## config.mk

```make
export PLATFORM = sky130hd
export DESIGN_NAME = ram_port_arbiter
export DESIGN_NICKNAME = d
export VERILOG_FILES = /design/src/rtl/ram_port_arbiter.sv
export SDC_FILE = /design/constraint.sdc
export NUM_CORES = 1
export LEC_CHECK = 0
export ABC_CLOCK_PERIOD_IN_PS = 3200
export CORE_ASPECT_RATIO = 0.6
export CORE_MARGIN = 2
export CORE_UTILIZATION = 35
export CTS_BUF_LIST = sky130_fd_sc_hd__clkbuf_4 sky130_fd_sc_hd__clkbuf_8
export DETAILED_ROUTE_END_ITERATION = 16
export PLACE_DENSITY_LB_ADDON = 0.15
export SYNTH_ARGS = -nofsm -noshare
export SYNTH_HDL_FRONTEND = slang
export SYNTH_SLANG_ARGS = --single-unit
```

## constraint.sdc

```tcl
create_clock -name clk -period 3.2 [get_ports clk]
set_input_delay 0.64 -clock clk [delete_from_list [all_inputs] [get_ports clk]]
set_output_delay 0.64 -clock clk [all_outputs]
set_load 0.05 [all_outputs]
```

## src/rtl/ram_port_arbiter.sv

```systemverilog
// Round-robin arbiter sharing one RAM port between NREQ requesters. A grant is
// held until the RAM reports the matching completion or the wait times out.
// Each requester then gets a one-cycle done or err pulse.
module ram_port_arbiter #(
  parameter int unsigned NREQ    = 3,
  parameter int unsigned AW      = 16,
  parameter int unsigned DW      = 8,
  parameter int unsigned TIMEOUT = 255
) (
  input  logic              clk,
  input  logic              RST,
  input  logic [NREQ-1:0]   req,
  input  logic [NREQ-1:0]   req_we,
  input  logic [NREQ*AW-1:0] req_addr,
  input  logic [NREQ*DW-1:0] req_wdata,
  output logic [NREQ-1:0]   gnt,
  output logic [NREQ-1:0]   done,
  output logic [NREQ-1:0]   err,
  output logic [DW-1:0]     rdata,
  output logic [AW-1:0]     ram_address,
  output logic [DW-1:0]     ram_data_out,
  output logic              ram_read_signal,
  output logic              ram_write_signal,
  input  logic [DW-1:0]     ram_data_in,
  input  logic              ram_done_read,
  input  logic              ram_done_write,
  output logic              busy
);

  localparam int unsigned IW = (NREQ > 1) ? $clog2(NREQ) : 1;
  localparam int unsigned CW = (TIMEOUT > 0) ? $clog2(TIMEOUT + 1) : 1;

  typedef enum logic [1:0] {StIdle, StIssue, StWait, StResp} stateT;

  stateT           stateQ, stateD;
  logic [IW-1:0]   rrQ, rrD;
  logic [IW-1:0]   idxQ, idxD;
  logic            weQ, weD;
  logic [AW-1:0]   addrQ, addrD;
  logic [DW-1:0]   wdataQ, wdataD;
  logic [CW-1:0]   cntQ, cntD;
  logic [NREQ-1:0] gntQ, gntD;
  logic [NREQ-1:0] doneQ, doneD;
  logic [NREQ-1:0] errQ, errD;
  logic [DW-1:0]   rdataQ, rdataD;
  logic [AW-1:0]   ramAddrQ, ramAddrD;
  logic [DW-1:0]   ramDataQ, ramDataD;
  logic            rdQ, rdD;
  logic            wrQ, wrD;

  logic [IW-1:0]   hiIdx, loIdx, pickIdx;
  logic            hiAny;
  logic            matchDone;

  // Round-robin pick: lowest requester above the pointer, else lowest overall (wrap).
  always_comb begin
    hiIdx = '0;
    loIdx = '0;
    hiAny = 1'b0;
    for (int i = int'(NREQ) - 1; i >= 0; i--) begin
      if (req[i]) begin
        loIdx = IW'(i);
        if (i > int'(rrQ)) begin
          hiIdx = IW'(i);
          hiAny = 1'b1;
        end
      end
    end
    pickIdx = hiAny ? hiIdx : loIdx;
  end

  // Only the completion matching the access direction ends the wait.
  assign matchDone = weQ ? ram_done_write : ram_done_read;

  // Next-state and registered-output logic for the access sequence.
  always_comb begin
    stateD   = stateQ;
    rrD      = rrQ;
    idxD     = idxQ;
    weD      = weQ;
    addrD    = addrQ;
    wdataD   = wdataQ;
    cntD     = cntQ;
    gntD     = gntQ;
    doneD    = '0;
    errD     = '0;
    rdataD   = rdataQ;
    ramAddrD = ramAddrQ;
    ramDataD = ramDataQ;
    rdD      = rdQ;
    wrD      = wrQ;
    unique case (stateQ)
      StIdle: begin
        if (|req) begin
          idxD   = pickIdx;
          weD    = req_we[pickIdx];
          addrD  = req_addr[pickIdx*AW +: AW];
          wdataD = req_wdata[pickIdx*DW +: DW];
          gntD   = NREQ'(1) << pickIdx;
          stateD = StIssue;
        end
      end
      StIssue: begin
        ramAddrD = addrQ;
        ramDataD = wdataQ;
        rdD      = ~weQ;
        wrD      = weQ;
        cntD     = '0;
        stateD   = StWait;
      end
      StWait: begin
        if (matchDone) begin
          if (!weQ) begin
            rdataD = ram_data_in;
          end
          rdD    = 1'b0;
          wrD    = 1'b0;
          doneD  = NREQ'(1) << idxQ;
          stateD = StResp;
        end else if (cntQ == CW'(TIMEOUT)) begin
          rdD    = 1'b0;
          wrD    = 1'b0;
          errD   = NREQ'(1) << idxQ;
          stateD = StResp;
        end else begin
          cntD = cntQ + CW'(1);
        end
      end
      StResp: begin
        // done/err pulse is visible during this state; release the port.
        gntD   = '0;
        rrD    = idxQ;
        stateD = StIdle;
      end
      default: stateD = StIdle;
    endcase
  end

  // State and output registers; reset clears everything at once.
  always_ff @(posedge clk or posedge RST) begin
    if (RST) begin
      stateQ   <= StIdle;
      rrQ      <= IW'(NREQ - 1);
      idxQ     <= '0;
      weQ      <= 1'b0;
      addrQ    <= '0;
      wdataQ   <= '0;
      cntQ     <= '0;
      gntQ     <= '0;
      doneQ    <= '0;
      errQ     <= '0;
      rdataQ   <= '0;
      ramAddrQ <= '0;
      ramDataQ <= '0;
      rdQ      <= 1'b0;
      wrQ      <= 1'b0;
    end else begin
      stateQ   <= stateD;
      rrQ      <= rrD;
      idxQ     <= idxD;
      weQ      <= weD;
      addrQ    <= addrD;
      wdataQ   <= wdataD;
      cntQ     <= cntD;
      gntQ     <= gntD;
      doneQ    <= doneD;
      errQ     <= errD;
      rdataQ   <= rdataD;
      ramAddrQ <= ramAddrD;
      ramDataQ <= ramDataD;
      rdQ      <= rdD;
      wrQ      <= wrD;
    end
  end

  assign gnt              = gntQ;
  assign done             = doneQ;
  assign err              = errQ;
  assign rdata            = rdataQ;
  assign ram_address      = ramAddrQ;
  assign ram_data_out     = ramDataQ;
  assign ram_read_signal  = rdQ;
  assign ram_write_signal = wrQ;
  assign busy             = (stateQ != StIdle);

endmodule

```

* Word-level counts from Yosys, hierarchy flattened
Index checks and enable logic that the tools add are counted.
Cells by class: equality and inequality tests 8, shift operators 4, reduce and logical (&&, ||, !) cells 11, $add $sub $neg 1, bitwise logic cells 1, multiplexer cells 33, magnitude comparators 3
Operators with widths (number):
- $shiftx 48x7->16 | 1
- $shiftx 24x6->8 | 1
- $mux 2 | 11
- $mux 3 | 6
- $mux 8 | 2
- $pmux 8 s2 | 1
- $add 8x1->8 const B | 1
- $eq 8x8->1 const B | 1
- $mux 1 | 8
- $pmux 2 s4 | 1
- $reduce_and 2->1 | 4
- $ne 2x2->1 const B | 3
- $pmux 3 s2 | 1
- $reduce_and 3->1 | 2
- $reduce_bool 2->1 | 3
- $shl 1x2->3 const A | 2
- $eq 2x2->1 const B | 2
- $pmux 1 s2 | 2
- $lt 2x3->1 const B | 1
- $ne 3x3->1 const B | 1
- $reduce_or 3->1 | 1
- $bmux 1 s2 | 1
- $eq 2x1->1 const B | 1
- $gt 1x2->1 const A | 1
- other kinds (3) | 3
Word-level totals: register bits after elaboration 82, output and inout bits 44, logic and storage cells 76, input port bits 90

* Logic depth before layout (Yosys ltp)
depth after elaboration 9, mapped depth 7, mapped depth without buffers 6

* Worst setup path after synthesis
No wires, ideal clock.
kind register -> register, start point register stateQ[0], end point register addrQ[0], path slack 1.315 ns, data arrival time 1.798 ns, stages on the path, launching flop included 8, period minus slack after synthesis 1.885 ns, library setup time 0.087 ns, data required time 3.113 ns, path buffers 1, cells stage by stage dfrtp_1 inv_1 ha_1 inv_1 nor2_1 clkbuf_1 nand3_1 o211ai_1
On the way: word-level cells in the longest chain between the ends 2
RTL lines:
- from (decl) | line 35 | stateT stateQ, stateD;
- from (signal assigned) | line 142 | stateQ <= StIdle;
- from (signal assigned) | line 158 | stateQ <= stateD;
- $logic_not 2->1 | line 92 | unique case (stateQ)
- $reduce_and 2->1 (no source line)
- to (signal assigned) | line 162 | addrQ <= addrD;
- to (decl) | line 39 | logic [AW-1:0] addrQ, addrD;
Every way passes these cells. A chain may end at the register's enable or synchronous reset.

* Final worst setup path
start point register stateQ[0], end point output port busy
On the way: word-level cells in the longest chain between the ends 1
RTL lines:
- $reduce_bool 2->1 | line 184 | assign busy = (stateQ != StIdle);
- to (decl) | line 27 | output logic busy
Every way passes these cells.

==> flow_summary.json <==
{
  "synth_most_common_cell": "dfrtp_1",
  "yosys.area.top_type_share": 0.542,
  "avgSynthCellArea_um2": 11.8,
  "boundaryPins": 134,
  "drt_wl_total_um": 9920,
  "finalSetupTns_ns": 0,
  "worstSetupEndpointType": "output port",
  "leakagePower_uw": 0.00235,
  "setup_viol": 0,
  "area_growth_syn_to_layout_pct": 45.5,
  "synth_edf_count": 0,
  "total_power_uw": 5380,
  "rsz0062_at_grt": "no",
  "drive_above_1_share": 0.143,
  "htreeDepth": 3,
  "reg2reg_from": "rrQ[1]",
  "firstDrtPassIters": 4,
  "tightest_slew_ns": 1.13,
  "placed_area_um2": 5220,
  "vias_per_cell": 5.03,
  "fillers": 941,
  "core_um2": 10500,
  "synth.distinct_cells": 35,
  "status": "complete, no violations",
  "grt_usage": 0.175,
  "switching_share": 0.428,
  "period_share": 0.849,
  "fp.dieArea_um2": 11600,
  "path_clk_slew_ns": 0.08,
  "wl_per_cell_um": 16.8,
  "hp-class": "reg2reg",
  "min_path_cells": 1,
  "cts-root-buf": "clkbuf_8",
  "hold_end": "cntQ[7]",
  "r2r-end": "weQ",
  "port_buffers": 133,
  "clock_latency_ns": 0.36,
  "synth-seq-area-share": 0.549,
  "p_per_area_nw_per_um2": 989,
  "crit_path_start_kind": "register",
  "pwr-share-clk": 0.158,
  "dr.first_iter.drc_count": 117,
  "finalCriticalPeriod_ns": 2.72,
  "gp_congestion": 0.724,
  "fp-row-count": 29,
  "fin_ws_ns": 0.483,
  "die_w_um": 137,
  "synthXorXnorAreaFrac": 0.00234,
  "fin_skew_ns": 0.00993,
  "netlist_area_um2": 3740,
  "initial_core_util": 0.357,
  "diodes": 0,
  "vias": 2976,
  "drc": 0,
  "final_util": 0.519,
  "cp.arrival_ns": 2.08,
  "cts_setup_buffers": 0,
  "grt_pass1_vias": 2967,
  "p_switching_uw": 2300,
  "yosys-top-cells-area": "dfrtp_1 (54%), mux2_2 (11%), mux2i_1 (7.2%), o211ai_1 (5.4%), nand3_1 (3.7%)",
  "synth_top_family_by_area": "multiplexers",
  "synth_flop_cell": "dfrtp_1",
  "nets": 544,
  "cp_max_fo": 4,
  "synth_top_area_cell": "dfrtp_1",
  "yosys.area_share.simple": 0.115,
  "synth_common_cells": "dfrtp_1 (81), mux2_2 (35), nand2_1 (35)",
  "slew_violations": 0,
  "peakVddDrop_mv": 0.514,
  "clock-sinks": 82,
  "synthAdderAreaFrac": 0.0201,
  "drv_cap": 0,
  "cp.required_ns": 2.56,
  "crit_path_start": "stateQ[0]",
  "hold_viol": 0,
  "seq_power_share": 0.321,
  "dieHeight_um": 84.1,
  "overflow": 0,
  "pre_cts_slack_ns": 0.409,
  "critPathKind": "reg2out",
  "synth_cells": 316,
  "slew_headroom": 0.250,
  "yosys_warnings": 0,
  "r2r_setup_slack_ns": 1.08,
  "synth-compound-area-share": 0.0970,
  "ant_nets": 0,
  "pwr-share-comb": 0.521,
  "async_reset_ff_frac": 1.00,
  "ctsResizeCount": 0,
  "clockBufferDepth": 2,
  "grt_pass1_wl_um": 15400,
  "dpl.hpwl_um": 6850,
  "hold_start": "cntQ[7]",
  "antenna_found_initial": 0,
  "cts_buffers": 9,
  "synth-seq-cells": 82,
  "synth_nets": 412,
  "grt_max_degree": 83,
  "finalInstanceArea_um2": 5440,
  "internal_power_uw": 3080,
  "cts_hold_buf": 0,
  "worstRegToRegCells": 4,
  "cts_tree": "yes",
  "timing.fmax_ghz": 0.368,
  "synth_mux_area_frac": 0.184
}
## per-stage QoR
| stage | hold WS [ns] | instances |
|---|---|---|
| floorplan | 0.445 | 316 |
| global placement | 0.464 | 576 |
| detailed placement | 0.483 | 576 |
| CTS | 0.502 | 592 |
| global route | 0.511 | 592 |
| finish | 0.492 | 592 |
## layout make-up
class	instances	area [um^2]	share of cell area
inverters	7	27.5	0.00506
clock buffers	13	160	0.0294
flip-flops and latches	82	2050	0.377
repair buffers	138	1380	0.254
clock inverters	3	65.1	0.0120
well taps	139	174	0.0320
multi-input cells	210	1580	0.291
## how the worst max path moves through the flow
stage / endpoint / slack, ns / cells after the start
floorplan: addrQ[0] / 0.45 / 1
global placement: addrQ[13] / 0.49 / 5
detailed placement: weQ / 0.41 / 5
CTS: busy / 0.45 / 4
global route: busy / 0.36 / 4
finish: busy / 0.48 / 4
## metal layers
metal  wire [um]  share of wire  vias up  GRT usage
li1            -              -     1408          -
met1        4760           0.48     1471      0.250
met2        4250           0.43       86      0.255
met3         777          0.078       11     0.0534
met4         134          0.014        0     0.0534
met5           0              0        -          0
## power by group through the flow
stage               Clock (uW)  Sequential (uW)  Combinational, uW
finish                     850             1730               2800
global route               918             1800               3000
CTS                        876             1740               2830
detailed placement           0             1750               2820
global placement             0             1740               2770
floorplan                    0             2500               1140
## logic make-up (layout without fill, tap and decap cells)
| family | Yosys count | after routing |
|---|---|---|
| and+or+nand+nor | 92 | 92 |
| DFF | 82 | 82 |
| muxes | 63 | 63 |
| AOI/OAI and AO/OA | 48 | 48 |
| buffers and inverters | 24 | 161 |
| adders and majority gates | 6 | 6 |
| xor gates and xnor gates | 1 | 1 |
## worst max-delay path, stage by stage (launching register included)
cell and delay, ns:
dfrtp_1 0.38, inv_1 0.10, ha_1 0.29, inv_1 0.12, clkdlybuf4s50_1 0.81
## sequential cells by signal, indices dropped and copies added, names as in the netlist
| register | count |
|---|---|
| idxQ | 2 |
| rrQ | 2 |
| stateQ | 2 |
| rdata | 8 |
| gnt | 3 |
| cntQ | 8 |
| addrQ | 16 |
| wdataQ | 8 |
| ram_data_out | 8 |
| err | 3 |
| ram_address | 16 |
| done | 3 |
| ram_read_signal | 1 |
| ram_write_signal | 1 |
| weQ | 1 |
## cells in the final DEF (no fill, tap or decap), types with 3 or more instances in the layout
cell | netlist | layout
nand3b_1 | 3 | 3
mux2i_1 | 27 | 27
o21ai_0 | 6 | 6
nand3_1 | 28 | 28
clkbuf_4 | 0 | 3
clkdlybuf4s50_1 | 0 | 133
a22o_1 | 3 | 3
clkbuf_8 | 0 | 10
nand4_1 | 3 | 3
o211ai_1 | 27 | 27
buf_4 | 0 | 4
nand2_1 | 35 | 35
inv_1 | 7 | 6
nor2_1 | 12 | 11
mux2_2 | 35 | 35
ha_1 | 6 | 6
nand2b_1 | 3 | 3
dfrtp_1 | 81 | 81
Note: power is estimated with default switching activity, not from simulation.
